`src/rtl/regfile_write_arbiter.sv`:
```
// Round-robin scheduler of two one-entry write slots onto the register-file write port.
// Optional: define REGWR_ZERO_SUPPRESS_EN to drop address-0 writes at acceptance.
module regfile_write_arbiter #(
  parameter int DATA_WIDTH = 32,
  parameter int ADDR_WIDTH = 5
) (
  input  logic                  clk,
  input  logic                  reset,
  input  logic                  valid_a,
  output logic                  ready_a,
  input  logic [ADDR_WIDTH-1:0] addr_a,
  input  logic [DATA_WIDTH-1:0] data_a,
  input  logic                  valid_b,
  output logic                  ready_b,
  input  logic [ADDR_WIDTH-1:0] addr_b,
  input  logic [DATA_WIDTH-1:0] data_b,
  output logic                  regwrite,
  output logic [ADDR_WIDTH-1:0] writeaddr,
  output logic [DATA_WIDTH-1:0] writedata,
  output logic                  grant_src,
  output logic                  idle,
  output logic [7:0]            conflicts
);

  logic                  r_full_a;
  logic                  r_full_b;
  logic [ADDR_WIDTH-1:0] r_addr_a;
  logic [ADDR_WIDTH-1:0] r_addr_b;
  logic [DATA_WIDTH-1:0] r_data_a;
  logic [DATA_WIDTH-1:0] r_data_b;
  logic                  r_last;
  logic                  r_regwrite;
  logic [ADDR_WIDTH-1:0] r_waddr;
  logic [DATA_WIDTH-1:0] r_wdata;
  logic                  r_src;
  logic [7:0]            r_conf;

  logic w_gnt_a;
  logic w_gnt_b;
  logic w_acc_a;
  logic w_acc_b;
  logic w_load_a;
  logic w_load_b;

  // r_last = 1 means B won most recently, so A wins a tie
  assign w_gnt_a = r_full_a & (~r_full_b | r_last);
  assign w_gnt_b = r_full_b & (~r_full_a | ~r_last);

  assign ready_a = ~r_full_a | w_gnt_a;
  assign ready_b = ~r_full_b | w_gnt_b;

  assign w_acc_a = valid_a & ready_a;
  assign w_acc_b = valid_b & ready_b;

`ifdef REGWR_ZERO_SUPPRESS_EN
  assign w_load_a = w_acc_a & (addr_a != '0);
  assign w_load_b = w_acc_b & (addr_b != '0);
`else
  assign w_load_a = w_acc_a;
  assign w_load_b = w_acc_b;
`endif

  always_ff @(posedge clk or posedge reset) begin
    if (reset) begin
      r_full_a <= 1'b0;
      r_full_b <= 1'b0;
      r_addr_a <= '0;
      r_addr_b <= '0;
      r_data_a <= '0;
      r_data_b <= '0;
    end else begin
      r_full_a <= w_load_a | (r_full_a & ~w_gnt_a);
      r_full_b <= w_load_b | (r_full_b & ~w_gnt_b);
      if (w_load_a) begin
        r_addr_a <= addr_a;
        r_data_a <= data_a;
      end
      if (w_load_b) begin
        r_addr_b <= addr_b;
        r_data_b <= data_b;
      end
    end
  end

  always_ff @(posedge clk or posedge reset) begin
    if (reset) begin
      r_regwrite <= 1'b0;
      r_waddr    <= '0;
      r_wdata    <= '0;
      r_src      <= 1'b0;
      r_last     <= 1'b1;
    end else begin
      r_regwrite <= w_gnt_a | w_gnt_b;
      if (w_gnt_a) begin
        r_waddr <= r_addr_a;
        r_wdata <= r_data_a;
        r_src   <= 1'b0;
        r_last  <= 1'b0;
      end else if (w_gnt_b) begin
        r_waddr <= r_addr_b;
        r_wdata <= r_data_b;
        r_src   <= 1'b1;
        r_last  <= 1'b1;
      end
    end
  end

  always_ff @(posedge clk or posedge reset) begin
    if (reset) begin
      r_conf <= '0;
    end else if (r_full_a & r_full_b & (r_conf != 8'hFF)) begin
      r_conf <= r_conf + 8'd1;
    end
  end

  assign regwrite  = r_regwrite;
  assign writeaddr = r_waddr;
  assign writedata = r_wdata;
  assign grant_src = r_src;
  assign conflicts = r_conf;
  assign idle      = ~r_full_a & ~r_full_b & ~r_regwrite;

endmodule

```
`config.mk`:
```
export PLATFORM = sky130hd
export DESIGN_NAME = regfile_write_arbiter
export DESIGN_NICKNAME = d
export VERILOG_FILES = /design/src/rtl/regfile_write_arbiter.sv
export SDC_FILE = /design/constraint.sdc
export NUM_CORES = 1
export LEC_CHECK = 0
export CORE_UTILIZATION = 52
export CTS_BUF_LIST = sky130_fd_sc_hd__clkbuf_16
export CTS_CLUSTER_SIZE = 8
export DETAILED_ROUTE_END_ITERATION = 16
export GPL_ROUTABILITY_DRIVEN = 0
export PLACE_DENSITY = 0.85
export SYNTH_ARGS = -nofsm -noshare
export SYNTH_HDL_FRONTEND = slang
export SYNTH_SLANG_ARGS = --single-unit
```
`constraint.sdc`:
```
create_clock -name clk -period 8.9 [get_ports clk]
set_clock_uncertainty 0.15 [all_clocks]
set_input_delay 1.78 -clock clk [delete_from_list [all_inputs] [get_ports clk]]
set_output_delay 1.78 -clock clk [all_outputs]
set_load 0.02 [all_outputs]
```
==> metrics.txt <==
max incr delay on CP=roughly 0.6 ns; post-DR vias/cell=about 5.4; initial DRC count=108; Crit. End Element=output port; final setup vio count=0; Cells on Worst Hold Path=1; pwr/cell area=approximately 340 mW/mm^2; CP max-delay cell=clkdlybuf4s50_1; Remaining DRCs=0; Die Width=approximately 100 um; post-synth top area cell=dfrtp_1; CP Cell Sequence=nor2_4, inv_1, nor2_1, clkdlybuf4s50_1; Syn Inst Count=roughly 330; sequential area share after synthesis=a little over three fifths; worst slack, placed=5.13 ns; Avg Inst Size Synth=14.9 um^2; Worst-path clk slew=roughly 0.060 ns; DP Wirelength=about 6700 um; R2R Path End=r_data_b[24]; Relative slew margins=between 30% and 40%; CTS sink cnt=between 100 and 150; setup bufs post-CTS=0; area of the multi-input gates=about 0.0017 mm^2; Period minus WS final=about 3.8 ns; Root Buffer=clkbuf_16; launch point of the worst reg-to-reg path=r_full_b; P&R area growth vs syn=39.0%; Hold Path End=writedata[1]; Setup TNS=0 ns; Synth cell types=29; Crit Path Category=flop to output port; CTS tree=yes; Hold Path Class=flop to flop; WL/cell=around 18 um; syn_nets=411; # IOs=approximately 130; post_cts resized=0; vias in the first global route=3,612; Util after Layout=approximately 75%; r2r setup slk=6.63 ns; R2R cell count=3; antenna violations before repair=0; die height=99.6 um; clk_lat worst skew=roughly 0.4 ns; Final WS setup=between 5 and 6 ns; antenna cells=0; core outline area=just over 0.009 mm^2; gr ovfl total=0; # rows=35; Max VDD drop=0.000226 V; GRT Util Overall=23.8%; status=complete, no violations; IO buf count=between 100 and 150; first-pass GRT wire length=17,700 um; Slew @ Worst Pin=roughly 1 ns; final worst path period share=between 40% and 50%; antenna-violating nets left=0; Nets=between 500 and 600; layout cells sized above 1=about a quarter; Fin. Hold Viols=0; Arr. time, crit path=1.86 ns; htree depth=4; CTS Buffer Depth=2; CP required=6.97 ns; number of CTS-inserted buffers=17; fillers=between 500 and 600; Synth Register Bits=124; RSZ-0062 raised after global routing=no; largest net degree at the start of global routing=72; Max-Cap Viols=0; post-synth top area share=between 60 and 70%; Pre-Repair DR Iteration Count=4; Startpoint Class=flop; # hold bufs at CTS=0; Fmax=between 200 and 300 MHz; Netlist Area Pre-Place=between 0.004 and 0.005 mm^2; Seq. cell area=0.00310 mm^2; die area=0.00992 mm^2; ranking of synthesized cells by area=dfrtp_1 62%, mux2_2 15%, a22o_1 6.5%, a21o_1 5.6%, buf_6 1.6%; Max Transition Viols Final=0; Yosys Warn Count=0; leakage=roughly 0.0031 uW; DRT Wirelength=between 10,000 and 15,000 um; Cell Area, Placed=around 0.0063 mm^2; DR vias=about 3.3k; initial core utilization=53.6%; design area=around 0.007 mm^2; hold path startpoint=r_data_b[1]; CP Max Fanout=8
## per-layer routing
metal,global-route usage [%],share of wire (%),vias up
li1,-,-,1482
met1,29.9,43,1697
met4,6.45,0.86,0
met3,7.66,5.0,13
met2,39.9,52,105
met5,0,0,-
## final cells by class
cell class                      count  area share (%)
Tap cell                          129            2.34
Sequential cell                   124            45.1
Timing Repair Buffer              130            18.8
Inverter                            4           0.254
Clock inverter                     15            2.51
Multi-Input combinational cell    186            24.8
Clock buffer                       17            6.18
## Yosys cell counts
cell type  number
dfrtp_1       123
mux2_2         68
a21o_1         37
a22o_1         37
buf_6           7
mux2_1          7
nor2_1          7
buf_2           5
buf_4           5
a31oi_1         4
inv_1           4
xnor2_1         4
a21oi_1         3
nand3_2         3
nand2_1         2
nand2b_1        2
nand3_1         2
a21boi_2        1
and3_1          1
clkbuf_1        1
dfstp_2         1
ha_1            1
nand2_2         1
nand2_4         1
nor2_2          1
nor2b_1         1
o2111ai_1       1
o21ai_0         1
o21bai_1        1
## flip-flops by register name, indices dropped and copies added, names as in the netlist
register / cells
r_addr_b: 5
r_addr_a: 5
writeaddr: 5
grant_src: 1
regwrite: 1
conflicts: 8
r_last: 1
r_full_a: 1
r_data_b: 32
r_full_b: 1
r_data_a: 32
writedata: 32
## critical path, delay by kind of cell, from the launching register on
family                 cells  cell delay, ns
flip-flops                 1            0.53
buffers and inverters      2            0.67
AND/OR/NAND/NOR            2            0.26
## metrics by stage
stage / hold slack, ns / total power [uW] / instances
floorplan: 0.294 / 1340 / 332
global placement: 0.302 / 1640 / 573
detailed placement: 0.314 / 1670 / 573
CTS: 0.321 / 2370 / 605
global route: 0.348 / 2460 / 605
finish: 0.324 / 2350 / 605
## placed cells by master, fill, tap and decap left out, types with 2 or more instances in the layout
master,n
a22o_1,37
inv_6,2
nand3_2,3
nor2_1,6
clkinv_2,2
dfrtp_1,123
a31oi_1,4
buf_4,3
clkdlybuf4s50_1,127
inv_1,3
nor2_4,2
mux2_1,7
nand2_1,2
clkinv_1,2
clkinv_4,2
clkinvlp_4,4
xnor2_1,4
mux2_2,68
bufinv_16,3
nand3_1,2
a21o_1,37
clkbuf_16,17
nand2b_1,2
a21oi_1,3
## where the power goes
part	internal [uW]	leakage, uW	switching [uW]
logic	411	0.00136	362
registers	762	0.00146	133
clock network	439	0.000281	248
## worst max path at each step
| stage | from | to | cells after the start |
|---|---|---|---|
| floorplan | reset | conflicts[0] | 1 |
| global placement | reset | r_data_a[17] | 3 |
| detailed placement | reset | r_data_a[17] | 3 |
| CTS | r_full_b | idle | 4 |
| global route | r_full_b | idle | 4 |
| finish | r_full_b | idle | 4 |
## cell families (layout without fill, tap and decap cells)
kind of cell | Yosys count | in the layout | synth area share (%)
flops | 124 | 124 | 62.7
compound gates | 85 | 85 | 13.6
mux | 75 | 75 | 17.0
buf+inv | 22 | 166 | 3.23
simple gates | 21 | 21 | 2.48
xor+xnor | 4 | 4 | 0.707
fa+ha+maj | 1 | 1 | 0.253
Power figures use the tool's default switching activity.
